==> src/rtl/spi_ram_master.sv <==
// spi_ram_master: round-robin two-port arbiter serialising RAM accesses into 11-bit SPI frames.
// Optional SPI_RAM_MASTER_ADDR_CACHE_EN skips the address frame on a repeated same-type address.
module spi_ram_master #(
  parameter int RD_LAT = 2,
  parameter int SS_GAP = 1
) (
  input  logic       clk,
  input  logic       rst_n,
  input  logic       req0_valid,
  output logic       req0_ready,
  input  logic       req0_we,
  input  logic [7:0] req0_addr,
  input  logic [7:0] req0_wdata,
  input  logic       req1_valid,
  output logic       req1_ready,
  input  logic       req1_we,
  input  logic [7:0] req1_addr,
  input  logic [7:0] req1_wdata,
  output logic       rsp_valid,
  output logic       rsp_id,
  output logic       rsp_we,
  output logic [7:0] rsp_rdata,
  output logic       MOSI,
  output logic       SS_n,
  input  logic       MISO,
  output logic       busy
);

  typedef enum logic [2:0] {
    IDLE, SHIFT, WAIT_RD, CAPTURE, GAP
  } state_e;

  localparam logic [3:0] GAP_LD = 4'(SS_GAP - 1);
  localparam logic [3:0] LAT_LD =
    (RD_LAT > 0) ? 4'(RD_LAT - 1) : 4'd0;

  state_e      state_q, state_d;
  logic        ptr_q, ptr_d;
  logic        we_q, we_d;
  logic        id_q, id_d;
  logic [7:0]  wdata_q, wdata_d;
  logic        frame_q, frame_d;
  logic [10:0] sh_q, sh_d;
  logic [3:0]  cnt_q, cnt_d;
  logic [7:0]  rdata_q, rdata_d;
  logic        rsp_valid_q, rsp_valid_d;
  logic        rsp_id_q, rsp_id_d;
  logic        rsp_we_q, rsp_we_d;
  logic [7:0]  rsp_rdata_q, rsp_rdata_d;
  logic        mosi_q, mosi_d;
  logic        ss_n_q, ss_n_d;
  logic        busy_q, busy_d;

  logic        gnt, accept, hit;
  logic        sel_we;
  logic [7:0]  sel_addr, sel_wdata;

  function automatic logic [10:0] frame0(
    input logic we, input logic [7:0] a);
    return {(we ? 3'b000 : 3'b110), a};
  endfunction

  function automatic logic [10:0] frame1(
    input logic we, input logic [7:0] d);
    return we ? {3'b001, d} : {3'b111, 8'h00};
  endfunction

  // With both valid the pointer side wins; otherwise the lone requester
  assign gnt = (req0_valid & req1_valid) ? ptr_q : req1_valid;
  assign accept = (state_q == IDLE) & (req0_valid | req1_valid);
  assign req0_ready = accept & ~gnt;
  assign req1_ready = accept & gnt;
  assign sel_we = gnt ? req1_we : req0_we;
  assign sel_addr = gnt ? req1_addr : req0_addr;
  assign sel_wdata = gnt ? req1_wdata : req0_wdata;

`ifdef SPI_RAM_MASTER_ADDR_CACHE_EN
  logic [7:0] wr_addr_q, rd_addr_q;
  logic       wr_v_q, rd_v_q;

  assign hit = sel_we ? (wr_v_q && wr_addr_q == sel_addr)
                      : (rd_v_q && rd_addr_q == sel_addr);

  always_ff @(posedge clk or negedge rst_n) begin
    if (!rst_n) begin
      wr_addr_q <= 8'h00;
      rd_addr_q <= 8'h00;
      wr_v_q <= 1'b0;
      rd_v_q <= 1'b0;
    end else if (accept) begin
      if (sel_we) begin
        wr_addr_q <= sel_addr;
        wr_v_q <= 1'b1;
      end else begin
        rd_addr_q <= sel_addr;
        rd_v_q <= 1'b1;
      end
    end
  end
`else
  assign hit = 1'b0;
`endif

  always_comb begin
    state_d = state_q;
    ptr_d = ptr_q;
    we_d = we_q;
    id_d = id_q;
    wdata_d = wdata_q;
    frame_d = frame_q;
    sh_d = sh_q;
    cnt_d = cnt_q;
    rdata_d = rdata_q;
    rsp_valid_d = 1'b0;
    rsp_id_d = rsp_id_q;
    rsp_we_d = rsp_we_q;
    rsp_rdata_d = rsp_rdata_q;
    unique case (state_q)
      IDLE: begin
        if (accept) begin
          ptr_d = ~gnt;
          we_d = sel_we;
          id_d = gnt;
          wdata_d = sel_wdata;
          frame_d = hit;
          sh_d = hit ? frame1(sel_we, sel_wdata)
                     : frame0(sel_we, sel_addr);
          cnt_d = 4'd10;
          rdata_d = 8'h00;
          state_d = SHIFT;
        end
      end
      SHIFT: begin
        if (cnt_q == 4'd0) begin
          if (!frame_q || we_q) begin
            state_d = GAP;
            cnt_d = GAP_LD;
          end else if (RD_LAT == 0) begin
            state_d = CAPTURE;
            cnt_d = 4'd7;
          end else begin
            state_d = WAIT_RD;
            cnt_d = LAT_LD;
          end
        end else begin
          sh_d = {sh_q[9:0], 1'b0};
          cnt_d = cnt_q - 4'd1;
        end
      end
      WAIT_RD: begin
        if (cnt_q == 4'd0) begin
          state_d = CAPTURE;
          cnt_d = 4'd7;
        end else begin
          cnt_d = cnt_q - 4'd1;
        end
      end
      CAPTURE: begin
        rdata_d = {rdata_q[6:0], MISO};
        if (cnt_q == 4'd0) begin
          state_d = GAP;
          cnt_d = GAP_LD;
        end else begin
          cnt_d = cnt_q - 4'd1;
        end
      end
      GAP: begin
        if (cnt_q != 4'd0) begin
          cnt_d = cnt_q - 4'd1;
        end else if (!frame_q) begin
          frame_d = 1'b1;
          sh_d = frame1(we_q, wdata_q);
          cnt_d = 4'd10;
          state_d = SHIFT;
        end else begin
          state_d = IDLE;
          rsp_valid_d = 1'b1;
          rsp_id_d = id_q;
          rsp_we_d = we_q;
          rsp_rdata_d = we_q ? 8'h00 : rdata_q;
        end
      end
      default: state_d = IDLE;
    endcase
    // SS_n stays low from the read frame through the MISO reply
    ss_n_d = ~(state_d inside {SHIFT, WAIT_RD, CAPTURE});
    mosi_d = (state_d == SHIFT) & sh_d[10];
    busy_d = (state_d != IDLE);
  end

  always_ff @(posedge clk or negedge rst_n) begin
    if (!rst_n) begin
      state_q <= IDLE;
      ptr_q <= 1'b0;
      we_q <= 1'b0;
      id_q <= 1'b0;
      wdata_q <= 8'h00;
      frame_q <= 1'b0;
      sh_q <= 11'h000;
      cnt_q <= 4'd0;
      rdata_q <= 8'h00;
      rsp_valid_q <= 1'b0;
      rsp_id_q <= 1'b0;
      rsp_we_q <= 1'b0;
      rsp_rdata_q <= 8'h00;
      mosi_q <= 1'b0;
      ss_n_q <= 1'b1;
      busy_q <= 1'b0;
    end else begin
      state_q <= state_d;
      ptr_q <= ptr_d;
      we_q <= we_d;
      id_q <= id_d;
      wdata_q <= wdata_d;
      frame_q <= frame_d;
      sh_q <= sh_d;
      cnt_q <= cnt_d;
      rdata_q <= rdata_d;
      rsp_valid_q <= rsp_valid_d;
      rsp_id_q <= rsp_id_d;
      rsp_we_q <= rsp_we_d;
      rsp_rdata_q <= rsp_rdata_d;
      mosi_q <= mosi_d;
      ss_n_q <= ss_n_d;
      busy_q <= busy_d;
    end
  end

  assign rsp_valid = rsp_valid_q;
  assign rsp_id = rsp_id_q;
  assign rsp_we = rsp_we_q;
  assign rsp_rdata = rsp_rdata_q;
  assign MOSI = mosi_q;
  assign SS_n = ss_n_q;
  assign busy = busy_q;

endmodule

==> config.mk <==
export PLATFORM = sky130hd
export DESIGN_NAME = spi_ram_master
export DESIGN_NICKNAME = d
export VERILOG_FILES = /design/src/rtl/spi_ram_master.sv
export SDC_FILE = /design/constraint.sdc
export NUM_CORES = 1
export LEC_CHECK = 0
export BUFFER_PORTS_ARGS = -buffer_cell sky130_fd_sc_hd__buf_2
export CAP_MARGIN = 15
export CORE_ASPECT_RATIO = 2
export CORE_MARGIN = 2
export CORE_UTILIZATION = 35
export DETAILED_ROUTE_END_ITERATION = 12
export GPL_ROUTABILITY_DRIVEN = 0
export GPL_TIMING_DRIVEN = 1
export PLACE_DENSITY_LB_ADDON = 0.2
export REMOVE_ABC_BUFFERS = 1
export SETUP_SLACK_MARGIN = 0.1
export SLEW_MARGIN = 10
export SYNTH_ARGS = -nofsm -noshare
export SYNTH_HDL_FRONTEND = slang
export SYNTH_SLANG_ARGS = --single-unit
==> constraint.sdc <==
create_clock -name clk -period 3 [get_ports clk]
set_clock_uncertainty 0.15 [all_clocks]
set_input_delay 0 -clock clk [delete_from_list [all_inputs] [get_ports clk]]
set_output_delay 0 -clock clk [all_outputs]
set_load 0.05 [all_outputs]
* After elaboration in Yosys (flattened, before gate mapping)
Cells that the tools add are included.
** Word-level totals
- Bits in registers :: 52
- Logic and storage cells :: 92
- Output and inout bits :: 16
- Bits of input ports :: 39
** Operators by class
- Reduce and logical (&&, ||, !) cells :: 17
- Eq/ne operators :: 12
- Bitwise logic cells :: 9
- $add $sub $neg :: 1
- Muxes and demuxes :: 36
** Operators with widths (number)
- $mux W11 :: 5
- $pmux W11 S3 :: 1
- $mux W8 :: 4
- $mux W4 :: 6
- $mux W3 :: 7
- $pmux W4 S5 :: 1
- $pmux W8 S2 :: 1
- $pmux W3 S5 :: 1
- $eq A3 B2 Y1 const B :: 4
- $mux W1 :: 9
- $reduce_and A3 Y1 :: 3
- $reduce_bool A3 Y1 :: 3
- $ne A2 B2 Y1 const B :: 4
- $eq A3 B1 Y1 const B :: 2
- $and A1 B1 Y1 :: 5
- $reduce_and A5 Y1 :: 1
- $reduce_bool A5 Y1 :: 1
- $logic_not A4 Y1 :: 1
- $reduce_and A2 Y1 :: 2
- $reduce_bool A2 Y1 :: 2
- $reduce_bool A4 Y1 :: 1
- $sub A4 B1 Y4 const B :: 1
- $eq A3 B3 Y1 const B :: 1
- $logic_not A3 Y1 :: 1
- 6 further kinds :: 8

* Depth between registers and ports, before layout
- Depth in word-level cells :: 8
- Gate-level depth with buffers :: 8
- Depth with buffers taken out :: 6

* Least setup slack after synthesis
No wires, ideal clock.
- Path type :: flip-flop to flip-flop
- From :: reg state_q[1]
- To :: reg sh_q[1]
- Buffers on the path :: 1
- Clock period less this slack :: 2447 ps
- Setup time :: 87 ps
- Required time :: 2763 ps
- Path slack :: 553 ps
- Data arrival time :: 2211 ps
- Stages on the path, launching flop included :: 6
- Path through :: dfrtp_1 > or3_1 > clkbuf_1 > a211oi_2 > a222oi_1 > o211ai_1
** Between the ends
- Word-level cells in the longest chain between the ends :: 4
- Elaborated cells between the ends (all ways) :: 11
- Those cells by class :: 6 x eq/ne; 1 x mux; 1 x bitwise; 3 x reduce/logical
** RTL lines
- start: declaration :: RTL line 37 : state_e state_q, state_d;
- start signal: assignment :: RTL line 210 : state_q <= state_d;
- $logic_not A3 Y1 :: RTL line 70, 118
- $and A1 B1 Y1 :: RTL line 70 : assign accept = (state_q == IDLE) & (req0_valid | req1_valid);
- $ne A2 B2 Y1 (no source line)
- $reduce_and A5 Y1 (no source line)
- end signal: assignment :: RTL line 199 : sh_q <= 11'h000;
- end signal: assignment :: RTL line 216 : sh_q <= sh_d;
- end: declaration :: RTL line 43 : logic [10:0] sh_q, sh_d;
Several ways; a longest one is shown, not always the timed one.
A chain may end at the register's enable or synchronous reset.

* Worst setup path after layout
- From :: reg state_q[1]
- To :: reg wdata_q[4]
** Between the ends
- Word-level cells in the longest chain between the ends :: 3
** RTL lines
- $logic_not A3 Y1 * :: RTL line 70, 118
- $and A1 B1 Y1 :: RTL line 70
- $reduce_and A2 Y1 (no source line) *
- end signal: assignment :: RTL line 214 : wdata_q <= wdata_d;
- end: declaration :: RTL line 41 : logic [7:0] wdata_q, wdata_d;
Every way passes the cells marked *; elsewhere a longest branch is shown, timed or not.

==> results.yml <==
yosys:
  synth_edf_count: 0
  synthXorXnorAreaFrac_pct: 0.349
  muxShareOfSynthArea_pct: 3.09
  synth_cell_type_count: 48
  netlist_top_cells_area: "dfrtp_1 (50%), nand2_1 (8.4%), nand3_1 (3.8%)"
  yosysMostFrequentCell: "nand2_1"
  asyncSetResetFlopFracSynth_pct: 100
  synth_top_family_by_area: "simple AND/OR/NAND/NOR gates"
  synth_area_in_compound_gates_pct: 17.3
  area_share_of_the_largest_cell_type_after_synthesis_pct: 49.8
  synth_seq_area_share_pct: 50.9
  synth.avg_cell_area_sq_um: 9.58
  yosys_register_bits: 51
  synth_warn: 0
  synth_fa_ha_area_share_pct: 0.997
  yosys.area.top_type: "dfrtp_1"
  synth.top_cells.by_count: "nand2_1 (56), dfrtp_1 (50), nand3_1 (19)"
  synth.cell_area_sq_mm: 0.00251
  synth_simple_gate_area_share_pct: 22.1
  postSynth.topFlopCell: "dfrtp_1"
  synth_cells: 262
die:
  rows: 43
  ios: 55
  fp.dieH_microns: 124
  die_area_sq_mm: 0.00791
  core_area_sq_mm: 0.00694
  initial_core_util_pct: 36.2
  dieWidth_microns: 63.9
global_route:
  global_route.usage.total_pct: 18.2
  grt_pass1_wl_mm: 11.2
  grt_max_degree: 40
  grt_antenna_before_repair: 0
  grt_pass1_vias: 2319
  grt-ovfl-total: 0
critical_path:
  crit_path_start_kind: "register"
  worst_r2r_endpoint: "wdata_q[4]$_DFFE_PN0P_"
  r2r_setup_slack_ns: 0.35
  timing.critical_path.slowest_cell_delay_ns: 0.59
  cp.buffers_inverters: 2
  setup.worst_path.start: "state_q[1]$_DFF_PN0_"
  cpLargestDelayFamily: "buffers and inverters"
  end_kind: "register"
  worstPathCellList: "or3_1, a21oi_1, buf_4, a32oi_1, dlygate4sd3_1, nand2_1"
  critPathMaxFanout: 15
  required_ns: 3.09
  cp_slowest_cell: "dlygate4sd3_1"
  arrival_ns: 2.74
  timing_worst_setup_path_type: "reg -> reg"
  r2r_cells: 6
  regToRegStartpoint: "state_q[1]$_DFF_PN0_"
sta:
  rsz0062_at_grt: "false"
  max_slew.worst_pin.slew_ns: 1.04
  highest_clock_frequency_the_design_can_meet_mhz: 377
  timing_hold_violations_final: 0
  fin_setup_tns_ns: 0
  report.final.slew_viol_count: 0
  finalWorstPathRequiredPeriod_ns: 2.65
  setup_viol: 0
  final.period_utilization_pct: 88.4
  slew_headroom_pct: 30.6
min_path:
  holdCritStartpoint: "req1_we"
  endpoint_with_the_worst_hold_slack: "MOSI$_DFF_PN0_"
  hold_path_depth: 4
  hold_path.class: "in -> reg"
route:
  ant_nets: 0
  drt_drc_violations_left: 0
  detail_route.vias_per_cell: 5.19
  number_of_iterations_in_the_first_detailed_routing_pass: 4
  first_iter_violations: 95
  dr_total_vias: 2297
  avgRoutedWirePerCell_microns: 15.0
  finalWirelength_mm: 6.66
cells_and_area:
  fin_nets: 394
  finish.instance_area_sq_mm: 0.00340
  drive_above_1_share_pct: 24.4
  syn2layout_area_growth_pct: 35.2
  num_antenna_cells: 0
  layout.filler_cells: 654
place:
  placement.cell_area_sq_mm: 0.00290
  buffer_ports.inserted: 54
  detailedPlacementHpwl_mm: 4.73
cts:
  tritoncts: "built"
  cts-htree-levels: 2
  cts_root_buffer: "clkbuf_16"
  worstSkewPairLatency_ns: 0.29
  clock_sinks: 51
  clk_pin_slew_worst_paths_ns: 0.07
  postCtsSetupRepairBufs: 0
  ctsLongestPathBuffers: 2
  numCtsBuffers: 5
pwr:
  power_density_of_the_placed_cells_mw_per_mm2: 911
  cellLeakagePower_nw: 1.60
  power.ir.vdd_worst_uv: 449
  total_power_mw: 3.09
job:
  timing.max_cap.violations: 0
status:
  result_of_the_run: "finished clean"
-- cell families (layout without fill, tap and decap cells) --
logic type	count (synthesis)	in the layout
XOR/XNOR	1	1
AND/OR/NAND/NOR	109	109
AO/OA/AOI/OAI	59	59
adder cells (fa/ha/maj)	2	2
flip-flops	51	51
buffers and inverters	33	124
multiplexers	7	7
-- worst max path at each step --
stage	end	slack [ns]	cells past startpoint
final	wdata_q[4]$_DFFE_PN0P_	0.35	6
after global routing	wdata_q[4]$_DFFE_PN0P_	0.17	6
after CTS	wdata_q[6]$_DFFE_PN0P_	0.34	6
after detailed placement	cnt_q[3]$_DFFE_PN0P_	0.51	6
after global placement	cnt_q[3]$_DFFE_PN0P_	0.59	6
after floorplan	sh_q[1]$_DFFE_PN0P_	0.36	4
-- report_power, final --
part           total, mW  leakage [nW]  switching [mW]  internal, mW
sequential          1.11         0.657           0.192         0.915
clock              0.556        0.0696           0.252         0.305
combinational       1.43         0.872           0.814         0.616
-- registers in the layout, summed over array words and instances (netlist names) --
name	count
sh_q	10
rdata_q	8
rsp_rdata	8
wdata_q	8
cnt_q	4
state_q	3
MOSI	1
SS_n	1
busy	1
frame_q	1
id_q	1
ptr_q	1
rsp_id	1
rsp_valid	1
rsp_we	1
we_q	1
-- layout by cell type (no fill, tap or decap), drive strengths merged, types with 3 or more instances in the layout --
| master | count |
|---|---|
| dfrtp | 50 |
| nand2 | 56 |
| a222oi | 7 |
| a21oi | 4 |
| mux2i | 4 |
| clkbuf | 5 |
| nand3 | 19 |
| nor3b | 6 |
| nor2 | 8 |
| dlygate4sd3 | 36 |
| nor3 | 6 |
| mux2 | 3 |
| a21o | 3 |
| o21ai | 15 |
| inv | 17 |
| buf | 63 |
| clkinv | 3 |
| o211ai | 11 |
| a32oi | 9 |
-- per-layer routing --
metal	GRT usage, %	vias to the layer above	part of all wire [%]
met5	0	-	0
met4	9.10	0	2.1
met3	2.44	10	3.5
met2	35.1	69	58
met1	18.8	1102	37
li1	-	1116	-
-- metrics by stage --
stage	util [%]	worst slack [ns]	hold slack (ns)	cells
after floorplan	-	0.360	-0.446	247
after global placement	41.7	0.590	0.0259	400
after detailed placement	41.7	0.514	0.0334	400
after CTS	48.9	0.341	0.0317	443
after global routing	48.9	0.174	0.0716	443
final	48.9	0.348	0.0283	443
-- tightest hold or removal path: stages --
cell and delay (ns):
buf_2 0.10, o211ai_1 0.12, a32oi_1 0.15, nand2_1 0.07
-- timing repair --
item	CTS	global route
gates resized for setup	0	0
endpoints found under the hold margin	56	0
hold buffers	36	0
-- layout make-up --
| cell class | count | area, sq um | share of cell area (%) |
|---|---|---|---|
| repair buffers | 99 | 698 | 20.6 |
| clock inverters | 2 | 13.8 | 0.405 |
| well taps | 90 | 113 | 3.32 |
| clock buffers | 5 | 125 | 3.68 |
| inverters | 18 | 67.6 | 1.99 |
| multi-input cells | 178 | 1100 | 32.4 |
| flip-flops and latches | 51 | 1280 | 37.6 |
(Power assumes the default switching activity.)
